**config.mk**
```make
export PLATFORM = sky130hd
export DESIGN_NAME = jtag_uart_encode
export DESIGN_NICKNAME = d
export VERILOG_FILES = /design/src/rtl/jtag_uart_pkg.sv /design/src/rtl/jtag_uart_tx_fifo.sv /design/src/rtl/jtag_uart_encode.sv
export SDC_FILE = /design/constraint.sdc
export NUM_CORES = 1
export LEC_CHECK = 0
export CORE_MARGIN = 3
export CORE_UTILIZATION = 25
export CTS_CLUSTER_SIZE = 40
export DETAILED_ROUTE_END_ITERATION = 7
export PLACE_DENSITY = 0.4
export RECOVER_POWER = 100
export SYNTH_ARGS = -nofsm -noshare
export SYNTH_HDL_FRONTEND = slang
export SYNTH_HIERARCHICAL = 1
export SYNTH_SLANG_ARGS = --single-unit
```
**constraint.sdc**
```tcl
create_clock -name iCLK -period 2.79 [get_ports iCLK]
set_input_delay 0.6975 -clock iCLK [delete_from_list [all_inputs] [get_ports iCLK]]
set_output_delay 0.6975 -clock iCLK [all_outputs]
set_load 0.02 [all_outputs]
```
**src/rtl/jtag_uart_pkg.sv**
```systemverilog
// rtl/jtag_uart_pkg.sv - shared constants, FSM states and entry type for the JTAG-UART transmit encoder
package jtag_uart_pkg;

    localparam logic [7:0] ESC_BYTE = 8'hFE;
    localparam logic [7:0] CMD_IDLE = 8'h00;
    localparam logic [7:0] CMD_ACK  = 8'h01;

    // WSPACE field of the JTAG-UART control register
    localparam int WSPACE_HI = 31;
    localparam int WSPACE_LO = 16;

    typedef enum logic [1:0] {
        ST_IDLE    = 2'd0,
        ST_POLL    = 2'd1,
        ST_WR_ESC  = 2'd2,
        ST_WR_BYTE = 2'd3
    } txState_t;

    typedef struct packed {
        logic       isCmd;
        logic [7:0] data;
    } txEntry_t;

    function automatic logic needsEscape(input logic isCmd, input logic [7:0] b);
        return isCmd || (b == ESC_BYTE);
    endfunction

endpackage

```
**src/rtl/jtag_uart_tx_fifo.sv**
```systemverilog
// rtl/jtag_uart_tx_fifo.sv - synchronous FIFO with registered pointers, no fall-through
module jtag_uart_tx_fifo #(
    parameter int WIDTH = 9,
    parameter int DEPTH = 16,
    parameter int AW    = 4
) (
    input  logic             iCLK,
    input  logic             iRST,
    input  logic             iPUSH,
    input  logic [WIDTH-1:0] iDATA,
    input  logic             iPOP,
    output logic [WIDTH-1:0] oQ,
    output logic             oFULL,
    output logic             oEMPTY
);

    logic [WIDTH-1:0] mem [DEPTH];
    logic [AW:0]      wrPtr;
    logic [AW:0]      rdPtr;
    logic             doPush;
    logic             doPop;

    // Extra pointer MSB distinguishes full from empty when the index bits match
    assign oFULL  = (wrPtr[AW] != rdPtr[AW]) && (wrPtr[AW-1:0] == rdPtr[AW-1:0]);
    assign oEMPTY = (wrPtr == rdPtr);
    assign doPush = iPUSH && !oFULL;
    assign doPop  = iPOP && !oEMPTY;
    assign oQ     = mem[rdPtr[AW-1:0]];

    always_ff @(posedge iCLK) begin
        if (doPush) begin
            mem[wrPtr[AW-1:0]] <= iDATA;
        end
    end

    always_ff @(posedge iCLK or posedge iRST) begin
        if (iRST) begin
            wrPtr <= '0;
            rdPtr <= '0;
        end else begin
            if (doPush) begin
                wrPtr <= wrPtr + 1'b1;
            end
            if (doPop) begin
                rdPtr <= rdPtr + 1'b1;
            end
        end
    end

endmodule

```
**src/rtl/jtag_uart_encode.sv**
```systemverilog
// rtl/jtag_uart_encode.sv - buffers bytes/commands and writes them 0xFE-escaped to the JTAG-UART data register
// Optional JTAG_UART_ENCODE_WSPACE_POLL_EN: poll WSPACE before each entry so escape pairs are never split or dropped.
import jtag_uart_pkg::*;

module jtag_uart_encode #(
    parameter int FIFO_DEPTH = 16,
    parameter int FIFO_AW    = 4
) (
    input  logic        iCLK,
    input  logic        iRST,
    output logic        oJTAG_SLAVE_ADDR,
    output logic        oJTAG_SLAVE_RDREQ,
    input  logic [31:0] iJTAG_SLAVE_RDDATA,
    output logic        oJTAG_SLAVE_WRREQ,
    output logic [31:0] oJTAG_SLAVE_WRDATA,
    input  logic        iJTAG_SLAVE_WAIT,
    input  logic [7:0]  iTX_DATA,
    input  logic        iTX_IS_CMD,
    input  logic        iTX_VALID,
    output logic        oTX_READY,
    output logic        oBUSY
);

    txState_t   state;
    txEntry_t   fifoIn;
    txEntry_t   fifoQ;
    logic       fifoFull;
    logic       fifoEmpty;
    logic       push;
    logic       pop;
    logic       escNow;
    logic [7:0] curByte;
    logic [7:0] wrData;

    assign fifoIn    = '{isCmd: iTX_IS_CMD, data: iTX_DATA};
    assign push      = iTX_VALID && !fifoFull;
    assign pop       = (state == ST_IDLE) && !fifoEmpty;
    assign escNow    = needsEscape(fifoQ.isCmd, fifoQ.data);
    assign oTX_READY = !fifoFull;
    assign oBUSY     = !fifoEmpty || (state != ST_IDLE);
    assign oJTAG_SLAVE_WRDATA = {24'd0, wrData};

    jtag_uart_tx_fifo #(
        .WIDTH(9),
        .DEPTH(FIFO_DEPTH),
        .AW   (FIFO_AW)
    ) uFifo (
        .iCLK  (iCLK),
        .iRST  (iRST),
        .iPUSH (push),
        .iDATA (fifoIn),
        .iPOP  (pop),
        .oQ    (fifoQ),
        .oFULL (fifoFull),
        .oEMPTY(fifoEmpty)
    );

`ifdef JTAG_UART_ENCODE_WSPACE_POLL_EN
    logic        rdReq;
    logic        needEsc;
    logic [15:0] wspace;
    logic [15:0] wspaceNeed;
    logic        unusedRdLow;

    assign oJTAG_SLAVE_RDREQ = rdReq;
    assign wspace      = iJTAG_SLAVE_RDDATA[WSPACE_HI:WSPACE_LO];
    assign wspaceNeed  = needEsc ? 16'd2 : 16'd1;
    assign unusedRdLow = ^iJTAG_SLAVE_RDDATA[WSPACE_LO-1:0];
`else
    logic unusedRdData;

    assign oJTAG_SLAVE_RDREQ = 1'b0;
    assign unusedRdData      = ^iJTAG_SLAVE_RDDATA;
`endif

    always_ff @(posedge iCLK or posedge iRST) begin
        if (iRST) begin
            state             <= ST_IDLE;
            curByte           <= 8'd0;
            wrData            <= 8'd0;
            oJTAG_SLAVE_ADDR  <= 1'b0;
            oJTAG_SLAVE_WRREQ <= 1'b0;
`ifdef JTAG_UART_ENCODE_WSPACE_POLL_EN
            rdReq             <= 1'b0;
            needEsc           <= 1'b0;
`endif
        end else begin
            case (state)
                ST_IDLE: begin
                    if (!fifoEmpty) begin
                        curByte <= fifoQ.data;
`ifdef JTAG_UART_ENCODE_WSPACE_POLL_EN
                        needEsc          <= escNow;
                        oJTAG_SLAVE_ADDR <= 1'b1;
                        rdReq            <= 1'b1;
                        state            <= ST_POLL;
`else
                        oJTAG_SLAVE_ADDR  <= 1'b0;
                        oJTAG_SLAVE_WRREQ <= 1'b1;
                        wrData            <= escNow ? ESC_BYTE : fifoQ.data;
                        state             <= escNow ? ST_WR_ESC : ST_WR_BYTE;
`endif
                    end
                end
`ifdef JTAG_UART_ENCODE_WSPACE_POLL_EN
                // Insufficient room keeps the read asserted, reissuing it every cycle
                ST_POLL: begin
                    if (!iJTAG_SLAVE_WAIT && (wspace >= wspaceNeed)) begin
                        rdReq             <= 1'b0;
                        oJTAG_SLAVE_ADDR  <= 1'b0;
                        oJTAG_SLAVE_WRREQ <= 1'b1;
                        wrData            <= needEsc ? ESC_BYTE : curByte;
                        state             <= needEsc ? ST_WR_ESC : ST_WR_BYTE;
                    end
                end
`endif
                ST_WR_ESC: begin
                    if (!iJTAG_SLAVE_WAIT) begin
                        wrData <= curByte;
                        state  <= ST_WR_BYTE;
                    end
                end
                ST_WR_BYTE: begin
                    if (!iJTAG_SLAVE_WAIT) begin
                        oJTAG_SLAVE_WRREQ <= 1'b0;
                        state             <= ST_IDLE;
                    end
                end
                default: begin
                    oJTAG_SLAVE_ADDR  <= 1'b0;
                    oJTAG_SLAVE_WRREQ <= 1'b0;
                    state             <= ST_IDLE;
                end
            endcase
        end
    end

endmodule

```
==> metrics list, run 1 <==
* DRC violations left: 0
- The final layout contains routed wiring with a total length of 15800 µm.
* Run status: complete, no violations
- After legalization and detailed placement, the total HPWL measured 10500 µm.
- In this run the static leakage power is 0.00289 µW.
* Worst reg2reg path depth: 7
- The worst setup path is of the reg2out kind.
- For this run, asynchronously set or reset flops after synthesis account for 16.8%.
* Setup-violating endpoint count in the final report: 0
* VDD IR-drop max: 0.416 mV
- Signal arrival time at the worst endpoint: 1.89 ns
- Clock root buffer: sky130_fd_sc_hd__clkbuf_16
- Share of the cycle needed by the critical path after routing: 92.9%
* Number of synthesized flops with an enable pin: 144
- Number of instances on the worst hold path: 1
- Iteration-0 DRC count of the detailed router: 190
* F_max: 386 MHz
- The die is 176 µm tall.
- In this run the tightest slew margin relative to its limit is 43.1%.
- Max-cap violations in this run came to 0.
* Pin count of the biggest net entering global routing: 34
- In this run the deepest clock path goes through 2 buffers.
* Highest-count cells in the layout ignoring fill and taps: sky130_fd_sc_hd__edfxtp_1, sky130_fd_sc_hd__mux4_2, sky130_fd_sc_hd__dfrtp_1
- Startpoint of the lowest-slack register-to-register path: uFifo/rdPtr[1]
- Across every metal layer, demand over resource in global routing totals 10.7%.
- Final std cell area, no fill: 8520 µm²
- Mean instance size in the synthesized netlist: 18.2 µm²
- Synth Flop Type: sky130_fd_sc_hd__edfxtp_1
- DRT antenna net count: 0
* Post-route total power: 8890 µW
- Synth Warn #: 6
- Reg-to-reg endpoint: wrData[3]
- Summed over all layers, the global routing overflow is 0.
* Boundary pin count: 82
- Via count of the first global-routing pass: 3812
- Using the TritonRoute via totals, the vias-per-cell ratio works out to 4.25.
* Synthesized instance count: 399
- Setup repair after global routing left no endpoint under its margin.
- Synth-to-Final Area Change: 17.5%
* Min Clock Period, post-route: 2.59 ns
* Worst hold path type: reg2reg
- In this run, the clock network consumes 26.4% of the power.
* Cell breakdown of the critical path: xnor2_1 > nand4_1 > buf_4 > nor2_1 > nand2_1 > dlygate4sd2_1
- At the later pin of the worst-skew pair, clock insertion delay measures 0.43 ns.
- Starting density of the core: 25.7%
- Net switching power of the design: 3030 µW
- Transition time at the pin with the least slew margin: 0.852 ns
- Overall die area: 31100 µm²
- Average wire length per cell after detail routing: 18.7 µm
* Post-place instance area: 8030 µm²
- Number of buffer and inverter instances along the worst setup path: 2
* Pre-Repair DR Iteration Count: 4
- Cells with a size suffix above 1 make up 25.6% of the layout.
- In this run the most critical hold path is launched from oJTAG_SLAVE_WRREQ.
- Horizontal extent of the die: 176 µm
* Rows: 61
* Mapped Area: 7250 µm²
- Share of total power consumed by net switching: 34.1%
- Combinational fraction of design power: 34.3%
- Kind of end point of the critical path: output pin
- The first global-routing pass estimated 24100 µm of wire.
- Share of the core filled with cells in the final layout: 30.3%
- In this design, the stage delay of the slowest critical-path cell is 0.48 ns.
- The total count of max-transition violations in the final report was 0.
- Broken down by cell family, the worst path's largest delay share belongs to flip-flops.
- Final Net Count: 505
* Number of sinks handled by clock tree synthesis: 173
* Worst Path Max Fanout: 6
- Data required, critical path: 2.09 ns
- In this run the tool buffered the top-level ports with 23 buffer cells.
- Number of H-tree levels: 4
- TritonCTS built the clock tree.
- In the final timing run, aggregate negative setup slack is 0 ns.
* Via count: 3602
- Core region area: 28200 µm²
- For hold timing, the worst endpoint is oJTAG_SLAVE_WRREQ.
* Skew final: 0.0126 ns
- Critical-path cell with the highest stage delay: sky130_fd_sc_hd__dfrtp_2
* Internal power of the cells: 5860 µW
* Cts bufs inserted: 17
* RePlAce Congestion: 0.710
- After synthesis, flip-flops and latches occupy 69.6% of the total area.
* Total of fill cells in the finished design: 2785
* Slack of the worst reg-to-reg path: 0.23 ns
- Flop and latch count out of synthesis: 173
- The number of antenna violations at the first check in global routing is 1.
* Power per Cell Area: 1040 nW/µm²
- The tightest hold path in the finished design has a slack of 0.478 ns.
- Final hold violation count: 0
- The library cell used most frequently in the layout, excluding fill and tap cells, is sky130_fd_sc_hd__edfxtp_1.
- In this run, post-CTS hold repair placed 0 buffers.
- Sequential cells burn 39.3% of the power.
- Post-CTS clock slew at the launch and capture registers of the worst setup and hold paths: 0.07 ns
- Launching element type of the critical path: flip-flop
- Number of library cell types mapped by synthesis: 38
==> kinds of logic (layout without fill, tap and decap cells) <==
| family | Yosys count | after routing | synth area share [%] |
|---|---|---|---|
| AO/OA/AOI/OAI | 39 | 39 | 4.35 |
| XOR/XNOR | 13 | 13 | 1.57 |
| adder cells (fa/ha/maj) | 5 | 5 | 0.863 |
| buffers and inverters | 54 | 98 | 5.04 |
| flip-flops | 173 | 173 | 69.6 |
| multiplexers | 55 | 55 | 14.1 |
| other | 1 | 27 | 0.0517 |
| AND/OR/NAND/NOR | 59 | 59 | 4.37 |
==> cell type report <==
cell class | instances | area [µm²] | area share [%]
antenna | 1 | 2.50 | 0.0294
clock buffer | 17 | 425 | 4.99
clock inverter | 15 | 168 | 1.97
inverter | 7 | 26.3 | 0.308
multi-input combinational | 197 | 1900 | 22.3
sequential | 173 | 5050 | 59.3
tap | 378 | 473 | 5.55
timing repair buffer | 59 | 475 | 5.58
==> cell usage after synthesis (2+ instances only) <==
cell | instances | area [µm²]
sky130_fd_sc_hd__nand2_1 | 20 | 75.1
sky130_fd_sc_hd__buf_6 | 6 | 67.6
sky130_fd_sc_hd__dfrtp_1 | 29 | 726
sky130_fd_sc_hd__nor2_1 | 7 | 26.3
sky130_fd_sc_hd__mux4_2 | 36 | 811
sky130_fd_sc_hd__o211ai_1 | 3 | 22.5
sky130_fd_sc_hd__mux2_2 | 16 | 180
sky130_fd_sc_hd__edfxtp_1 | 144 | 4320
sky130_fd_sc_hd__and3_1 | 2 | 12.5
sky130_fd_sc_hd__buf_4 | 29 | 218
sky130_fd_sc_hd__nor4_1 | 4 | 25.0
sky130_fd_sc_hd__nor2b_1 | 3 | 18.8
sky130_fd_sc_hd__o21ai_1 | 2 | 10.0
sky130_fd_sc_hd__o21ai_0 | 4 | 20.0
sky130_fd_sc_hd__xor2_1 | 2 | 17.5
sky130_fd_sc_hd__nand4_1 | 4 | 25.0
sky130_fd_sc_hd__nor3_1 | 10 | 50.1
sky130_fd_sc_hd__inv_1 | 7 | 26.3
sky130_fd_sc_hd__a22oi_1 | 18 | 135
sky130_fd_sc_hd__nor2b_4 | 2 | 27.5
sky130_fd_sc_hd__nand2b_1 | 3 | 18.8
sky130_fd_sc_hd__buf_2 | 7 | 35.0
sky130_fd_sc_hd__o32a_1 | 7 | 70.1
sky130_fd_sc_hd__xnor2_1 | 11 | 96.3
sky130_fd_sc_hd__clkbuf_1 | 4 | 15.0
sky130_fd_sc_hd__ha_1 | 5 | 62.6
sky130_fd_sc_hd__mux2_1 | 3 | 33.8
==> worst max-delay path by stage <==
stage | from | end | slack (ns) | cells past startpoint
finish | uFifo/rdPtr[1] | oBUSY | 0.20 | 6
global route | uFifo/wrPtr[0] | uFifo/mem[5][7] | 0.04 | 10
CTS | uFifo/rdPtr[1] | oBUSY | 0.14 | 6
detailed placement | uFifo/rdPtr[1] | wrData[5] | 0.22 | 7
global placement | uFifo/rdPtr[1] | wrData[4] | 0.20 | 7
floorplan | uFifo/wrPtr[3] | uFifo/mem[2][0] | -0.16 | 9
==> worst reg2reg max path: stages, from the launching register on <==
cell,delay (ns)
sky130_fd_sc_hd__dfrtp_2,0.47
sky130_fd_sc_hd__buf_12,0.22
sky130_fd_sc_hd__mux4_2,0.52
sky130_fd_sc_hd__a22oi_1,0.26
sky130_fd_sc_hd__nand2_1,0.12
sky130_fd_sc_hd__clkbuf_2,0.21
sky130_fd_sc_hd__o32a_1,0.39
sky130_fd_sc_hd__mux2_2,0.26
==> layer usage <==
metal | up-vias | wire (µm) | track usage [%]
met5 | - | 0 | 0
met4 | 0 | 168 | 3.37
met3 | 12 | 469 | 2.43
met2 | 63 | 8090 | 17.9
met1 | 1887 | 7100 | 13.7
li1 | 1640 | - | -
==> metrics by stage <==
stage | setup WS (ns) | std cells
after floorplan | -0.165 | 424
after global placement | 0.201 | 813
after detailed placement | 0.219 | 813
after CTS | 0.135 | 846
after global routing | 0.0374 | 846
final | 0.199 | 847
==> sequential cells by signal, summed over array words and instances (netlist names) <==
register and cells:
uFifo/rdPtr 5, oJTAG_SLAVE_WRREQ 1, uFifo/mem 144, uFifo/wrPtr 5, state 2, wrData 8, curByte 8
==> power by group through the flow <==
| stage | logic, µW | registers (µW) | clock network [µW] |
|---|---|---|---|
| after floorplan | 2210 | 3520 | 0 |
| after global placement | 3200 | 3550 | 0 |
| after detailed placement | 3230 | 3570 | 0 |
| after CTS | 3250 | 3520 | 2420 |
| after global routing | 3350 | 3550 | 2530 |
| final | 3040 | 3500 | 2350 |
==> timing repair <==
action                                  in CTS  in global routing
endpoints found under the setup margin       2                  0
endpoints found under the hold margin        0                  0
resized for setup                            2                  0
setup buffers                                1                  0
Note: power is estimated with default switching activity, not from simulation.
==> inputs of run 2 (changes only) <==
- PLACE_DENSITY: 0.4 -> 0.53
==> metrics list, run 2 (same netlist as run 1, synthesis figures left out) <==
* Via count: 3637 (was 3602)
* Routed WL: 14800 µm (was 15800 µm)
* Worst setup path startpoint: uFifo/rdPtr[1] (unchanged)
- Worst slack after detailed placement: 0.206 ns (was 0.219 ns)
- Post-CTS clock slew at the launch and capture registers of the worst setup and hold paths: 0.07 ns (about the same)
* Core region area: 28200 µm² (unchanged)
- Slew Viols, Final: 0 (unchanged)
- Aggregate global routing overflow: 0 (unchanged)
- Clock root buffer: sky130_fd_sc_hd__clkbuf_16 (unchanged)
* Reported leakage power: 0.00287 µW (was 0.00289 µW)
* Pin count of the biggest net entering global routing: 23 (was 34)
* Critical-path cell with the highest stage delay: sky130_fd_sc_hd__mux4_2 (was sky130_fd_sc_hd__dfrtp_2)
* Highest-count cells in the layout ignoring fill and taps: sky130_fd_sc_hd__edfxtp_1, sky130_fd_sc_hd__mux4_2, sky130_fd_sc_hd__dfrtp_1 (unchanged)
- RSZ-0062 raised after global routing: false (unchanged)
- Worst hold path type: reg2reg (unchanged)
- The global-route wire length before repair is 22300 µm (was 24100 µm).
- Run status: complete, no violations (unchanged)
* Via count of the first global-routing pass: 3770 (was 3812)
- Power per Cell Area: 1050 nW/µm² (was 1040 nW/µm²)
* Final std cell area, no fill: 8510 µm² (was 8520 µm²)
- The longest individual stage delay on the worst path is 0.50 ns (was 0.48 ns).
- The number of placement rows is 61 (unchanged).
- Transition time at the pin with the least slew margin: 0.844 ns (was 0.852 ns)
- Clock tree from TritonCTS: yes (unchanged)
- Later-pin clock latency in the skew report: 0.43 ns (about the same)
* Final hold violation count: 0 (unchanged)
* Number of H-tree levels: 4 (unchanged)
- Share of the core filled with cells in the final layout: 30.2% (was 30.3%)
- Iteration-0 DRC count of the detailed router: 242 (was 190)
- Average wire length per cell after detail routing: 17.5 µm (was 18.7 µm)
- Flip-flop count of the largest register after layout: 144 (unchanged)
* Antenna diodes: 0 (was 1)
* Setup-violating endpoint count in the final report: 0 (unchanged)
- DRC violations left: 0 (unchanged)
* All-layer global routing usage: 9.84% (was 10.7%)
- The final weighted congestion in routability-driven placement came to 0.750 (was 0.710).
* Overall die area: 31100 µm² (unchanged)
* Share of the cycle needed by the critical path after routing: 93.7% (was 92.9%)
* Number of vias per cell: 4.31 (was 4.25)
* PortBufs: 23 (unchanged)
* Synth-to-Final Area Change: 17.3% (was 17.5%)
- Pre-Repair DR Iteration Count: 4 (unchanged)
- The placed standard-cell area came to 7980 µm² (was 8030 µm²).
- Kind of critical path: reg2reg (was reg2out)
* Post-route total power: 8940 µW (was 8890 µW)
* Signal arrival time at the worst endpoint: 2.93 ns (was 1.89 ns)
- The worst-case headroom to the max-slew limit is 43.6% (was 43.1%).
- The fraction of final layout cells sized beyond drive strength 1 was 25.4% (was 25.6%).
- The post-DP HPWL is 9770 µm (was 10500 µm).
- The worst IR drop on VDD is 0.471 mV (was 0.416 mV).
- The category of the worst setup path capture point was a flip-flop (was output pin).
- Vert. Die Dim: 176 µm (unchanged)
- The layout net count was 502 (was 505).
* Startpoint of the lowest-slack register-to-register path: uFifo/rdPtr[1] (unchanged)
- Starting density of the core: 25.7% (unchanged)
* Boundary pin count: 82 (unchanged)
- The max-cap violation count came to 0 (unchanged).
- Worst Path Max Fanout: 22 (was 6)
- Launching element type of the critical path: flip-flop (unchanged)
* Initial antenna violation count: 0 (was 1)
* Final critical-path setup slack: 0.175 ns (was 0.199 ns)
- The number of clock sinks is 173 (unchanged).
- The commonest non-fill, non-tap cell in the layout is sky130_fd_sc_hd__edfxtp_1 (unchanged).
- DRT antenna net count: 0 (unchanged)
- Cell breakdown of the critical path: buf_12 > buf_4 > mux4_2 > a22oi_1 > nand2_1 > o32a_1 > mux2_2 (was xnor2_1 > nand4_1 > buf_4 > nor2_1 > nand2_1 > dlygate4sd2_1).
* Horizontal extent of the die: 176 µm (unchanged)
- The start point of the worst min-delay path is oJTAG_SLAVE_WRREQ (unchanged).
- The endpoint required time on the critical path was 3.11 ns (was 2.09 ns).
- The clock period minus worst slack is 2.61 ns (was 2.59 ns).
- Maximum buffer depth of the clock tree: 2 (unchanged)
- Skew final: 0.00935 ns (was 0.0126 ns)
- Setup Total Neg Slack: 0 ns (unchanged)
* F_max: 382 MHz (was 386 MHz)
* Hold bufs inserted after CTS: 0 (unchanged)
- Cts bufs inserted: 17 (unchanged)
==> run 2: timing repair <==
| item | CTS | global route |
|---|---|---|
| endpoints found under the setup margin | 2 | 1 |
| pin swaps | 1 | 1 |
| gates resized for setup | 3 | 1 |
| setup buffers | 2 | 0 |
| gates cloned | 0 | 0 |
==> run 2: stage by stage <==
step	std cells	hold WS, ns
2_1_floorplan	424	0.481
3_3_place_gp	809	0.464
3_5_place_dp	809	0.478
4_1_cts	843	0.492
5_1_grt	843	0.517
6_report	843	0.476
==> run 2: worst max-delay path, delay by kind of cell, from the launching register on <==
family | cells | cell delay [ns]
flip-flops | 1 | 0.46
buffers and inverters | 2 | 0.48
AND/OR/NAND/NOR | 1 | 0.18
multiplexers | 2 | 0.76
AO/OA/AOI/OAI | 2 | 0.60
==> run 2: path summary, 6_finish.rpt <==
| check | endpoint | slack, ns | depth (start not counted) |
|---|---|---|---|
| max in group asynchronous | wrData[4] | 1.45 | 2 |
| worst max register to register | wrData[1] | 0.18 | 7 |
| min in group asynchronous | uFifo/rdPtr[4] | 0.72 | 2 |
| worst min register to register | oJTAG_SLAVE_WRREQ | 0.48 | 1 |
| worst min-delay path | oJTAG_SLAVE_WRREQ | 0.48 | 1 |
| worst max-delay path | wrData[1] | 0.18 | 7 |
==> run 2: report_power, final <==
| group | switching (µW) | internal (µW) | total, µW | leakage (µW) |
|---|---|---|---|---|
| combinational | 1620 | 1360 | 2980 | 0.000925 |
| clock | 1080 | 1370 | 2440 | 0.000296 |
| sequential | 266 | 3250 | 3510 | 0.00165 |
| total | 2960 | 5980 | 8940 | 0.00287 |
==> run 2: layer usage <==
layer / global-route usage (%) / share of wire [%] / vias to the layer above / wire length, µm
met2: 16.3 / 51 / 81 / 7480
met4: 3.10 / 1.5 / 0 / 216
met3: 2.71 / 3.6 / 15 / 526
li1: - / - / 1630 / -
met5: 0 / 0 / - / 0
met1: 12.6 / 44 / 1911 / 6570
==> run 2: area by class of cell <==
cell class                 instances  area [µm²]
sequential                       173        5050
inverter                           7        26.3
clock inverter                    15         196
multi-input combinational        197        1910
timing repair buffer              56         428
fill                            2739       19700
tap                              378         473
clock buffer                      17         425
==> inputs of run 3 (changes only) <==
- PLACE_DENSITY: 0.53 -> 0.52
- clock period: 2.79 -> 3 ns (I/O delays scaled with it)
==> metrics list, run 3 (same netlist as run 1, synthesis figures left out) <==
- Run status: complete, no violations (unchanged)
- Number of H-tree levels: 4 (unchanged)
* Share of total power consumed by net switching: 33.7% (was 33.1%)
* Net switching power of the design: 2750 µW (was 2960 µW)
- The total count of max-transition violations in the final report was 0 (unchanged).
- The static leakage was 0.00286 µW (was 0.00287 µW).
- The number of flip-flops in the largest register is 144 (unchanged).
* Final Net Count: 501 (was 502)
* Post-route total power: 8140 µW (was 8940 µW)
- The final cell area excluding filler cells is 8480 µm² (was 8510 µm²).
- Most common cell after layout, fill and taps aside: sky130_fd_sc_hd__edfxtp_1 (unchanged)
* Worst hold path type: reg2reg (unchanged)
- The worst IR drop on VDD came to 0.487 mV (was 0.471 mV).
* Post-CTS clock slew at the launch and capture registers of the worst setup and hold paths: 0.07 ns (about the same)
- The standard cell with the maximum stage delay on the critical path is sky130_fd_sc_hd__clkdlybuf4s50_1 (was sky130_fd_sc_hd__mux4_2).
* Clock root buffer: sky130_fd_sc_hd__clkbuf_16 (unchanged)
* Share of the core filled with cells in the final layout: 30.1% (was 30.2%)
- Power per Cell Area: 960 nW/µm² (was 1050 nW/µm²)
- All-layer global routing usage: 9.72% (was 9.84%)
- Aggregate global routing overflow: 0 (unchanged)
* Overall die area: 31100 µm² (unchanged)
- Clock power frac: 25.9% (was 27.3%)
- The arrival time of the worst setup path is 2.08 ns (was 2.93 ns).
- The relative area change from synthesis to final layout was 16.9% (was 17.3%).
- Core region area: 28200 µm² (unchanged)
- The total wirelength of the detailed-routed design was 14500 µm (was 14800 µm).
- The final weighted congestion in routability-driven placement is 0.740 (was 0.750).
- The kind of critical path is reg2out (was reg2reg).
- The number of placement rows is 61 (unchanged).
* Post-place instance area: 7970 µm² (was 7980 µm²)
- Sum of net half-perimeters after detailed placement: 9460 µm (was 9770 µm)
- Horizontal extent of the die: 176 µm (unchanged)
* Count of max-cap constraint violations: 0 (unchanged)
* Data required, critical path: 2.25 ns (was 3.11 ns)
- The global-route wire length before repair was 22600 µm (was 22300 µm).
- Average wire length per cell after detail routing: 17.2 µm (was 17.5 µm)
- The starting density of the core was 25.7% (unchanged).
- The clock insertion delay at the later pin of the skew report is 0.43 ns (about the same).
- Iteration-0 DRC count of the detailed router: 241 (was 242)
- Internal power of the cells: 5400 µW (was 5980 µW)
- Boundary pin count: 82 (unchanged)
- Pre-Repair DR Iteration Count: 4 (unchanged)
* Worst Path Max Fanout: 13 (was 22)
- The number of global-route vias before repair was 3745 (was 3770).
- Slowest stage delay, CP: 0.54 ns (was 0.50 ns)
- The number of failing hold endpoints at the final stage came to 0 (unchanged).
- The number of vias per cell was 4.32 (was 4.31).
- The TritonCTS clock tree is yes (unchanged).
* Transition time at the pin with the least slew margin: 0.843 ns (was 0.844 ns)
* DRC violations left: 0 (unchanged)
* Via count: 3637 (unchanged)
- DRT antenna net count: 0 (unchanged)
- Initial antenna violation count: 0 (unchanged)
- Fraction of layout cells with a size suffix above 1: 25.2% (was 25.4%)
- PortBufs: 23 (unchanged)
- Hold bufs inserted after CTS: 0 (unchanged)
* Relative max-transition margin: 43.7% (was 43.6%)
* Cts bufs inserted: 17 (unchanged)
- The number of buffers on the longest clock path was 2 (unchanged).
- Kind of end point of the critical path: output pin (was flip-flop)
- Setup-violating endpoint count in the final report: 0 (unchanged)
- Power share of the sequential group: 39.9% (was 39.3%)
- The critical path launch point type was a flip-flop (unchanged).
- Dividing the final minimum period by the clock period gives 94.5%.
- Cell breakdown of the critical path: buf_12 > xnor2_1 > nand4_1 > nor2_2 > inv_1 > clkdlybuf4s50_1 (was buf_12 > buf_4 > mux4_2 > a22oi_1 > nand2_1 > o32a_1 > mux2_2)
- The chip height is 176 µm (unchanged).
- Timing would allow up to 353 MHz.
* Combinational fraction of design power: 34.2% (was 33.4%)
- The worst path needs 2.83 ns of the cycle, external delays included.
- The number of clock sinks was 173 (unchanged).
* RSZ-0062 raised after global routing: false (unchanged)
- The setup skew after layout was 0.00959 ns (was 0.00935 ns).
- Highest-count cells in the layout ignoring fill and taps: sky130_fd_sc_hd__edfxtp_1, sky130_fd_sc_hd__mux4_2, sky130_fd_sc_hd__dfrtp_1 (unchanged)
- Antenna diodes: 0 (unchanged)
- The total negative slack for setup checks was 0 ns (unchanged).
* Pin count of the biggest net entering global routing: 28 (was 23)
## run 3: cell types whose count changed in the layout (fill, tap and decap cells not counted), sizes merged
| cell | previous run | this run |
|---|---|---|
| clkinv | 3 | 8 |
| clkdlybuf4s50 | 2 | 3 |
| inv | 15 | 14 |
| bufinv | 2 | 0 |
| clkinvlp | 2 | 0 |
| clkbuf | 38 | 36 |
## run 3: timing repair
action,CTS,global route
hold endpoints to repair,0,0
pin swaps,1,0
setup endpoints to repair,2,1
buffers inserted,2,1
resized for setup,1,0
## run 3: power groups by stage
| stage | clock network, µW | registers, µW | logic (µW) |
|---|---|---|---|
| 2_1_floorplan | 0 | 3280 | 2060 |
| 3_3_place_gp | 0 | 3290 | 2860 |
| 3_5_place_dp | 0 | 3320 | 2900 |
| 4_1_cts | 2170 | 3270 | 2940 |
| 5_1_grt | 2270 | 3300 | 3050 |
| 6_report | 2110 | 3250 | 2790 |
## run 3: through the flow
step,hold slack (ns),instances,setup WS [ns]
floorplan,0.481,424,0.0450
global placement,0.471,807,0.335
detailed placement,0.484,807,0.371
CTS,0.501,841,0.0129
global route,0.507,842,0.0183
finish,0.484,842,0.166
## run 3: worst max-delay path: cells and delay by family (launching register included)
kind | cells | cell delay [ns]
DFF | 1 | 0.44
buffers and inverters | 3 | 0.76
and+or+nand+nor | 2 | 0.28
xor gates and xnor gates | 1 | 0.17
## run 3: worst paths after layout
kind | start | to | slack (ns) | cells past startpoint
hold reg to reg | oJTAG_SLAVE_WRREQ | oJTAG_SLAVE_WRREQ | 0.48 | 1
min in group asynchronous | iRST | uFifo/rdPtr[0] | 0.79 | 2
hold / removal | oJTAG_SLAVE_WRREQ | oJTAG_SLAVE_WRREQ | 0.48 | 1
setup / recovery | uFifo/rdPtr[1] | oTX_READY | 0.17 | 6
max in group asynchronous | iRST | curByte[6] | 1.62 | 2
setup reg to reg | uFifo/rdPtr[1] | uFifo/rdPtr[1] | 0.23 | 10
## run 3: area by class of cell
type | instances | area [µm²]
clock inverter | 15 | 151
inverter | 7 | 26.3
tap | 378 | 473
fill | 2741 | 19700
multi-input combinational | 197 | 1910
clock buffer | 17 | 425
timing repair buffer | 55 | 447
sequential | 173 | 5050
## run 3: metal layers
| metal | GRT usage, % | part of all wire, % |
|---|---|---|
| met2 | 15.0 | 47 |
| met5 | 0 | 0 |
| met3 | 3.12 | 5.4 |
| met4 | 3.37 | 1.6 |
| met1 | 13.0 | 46 |
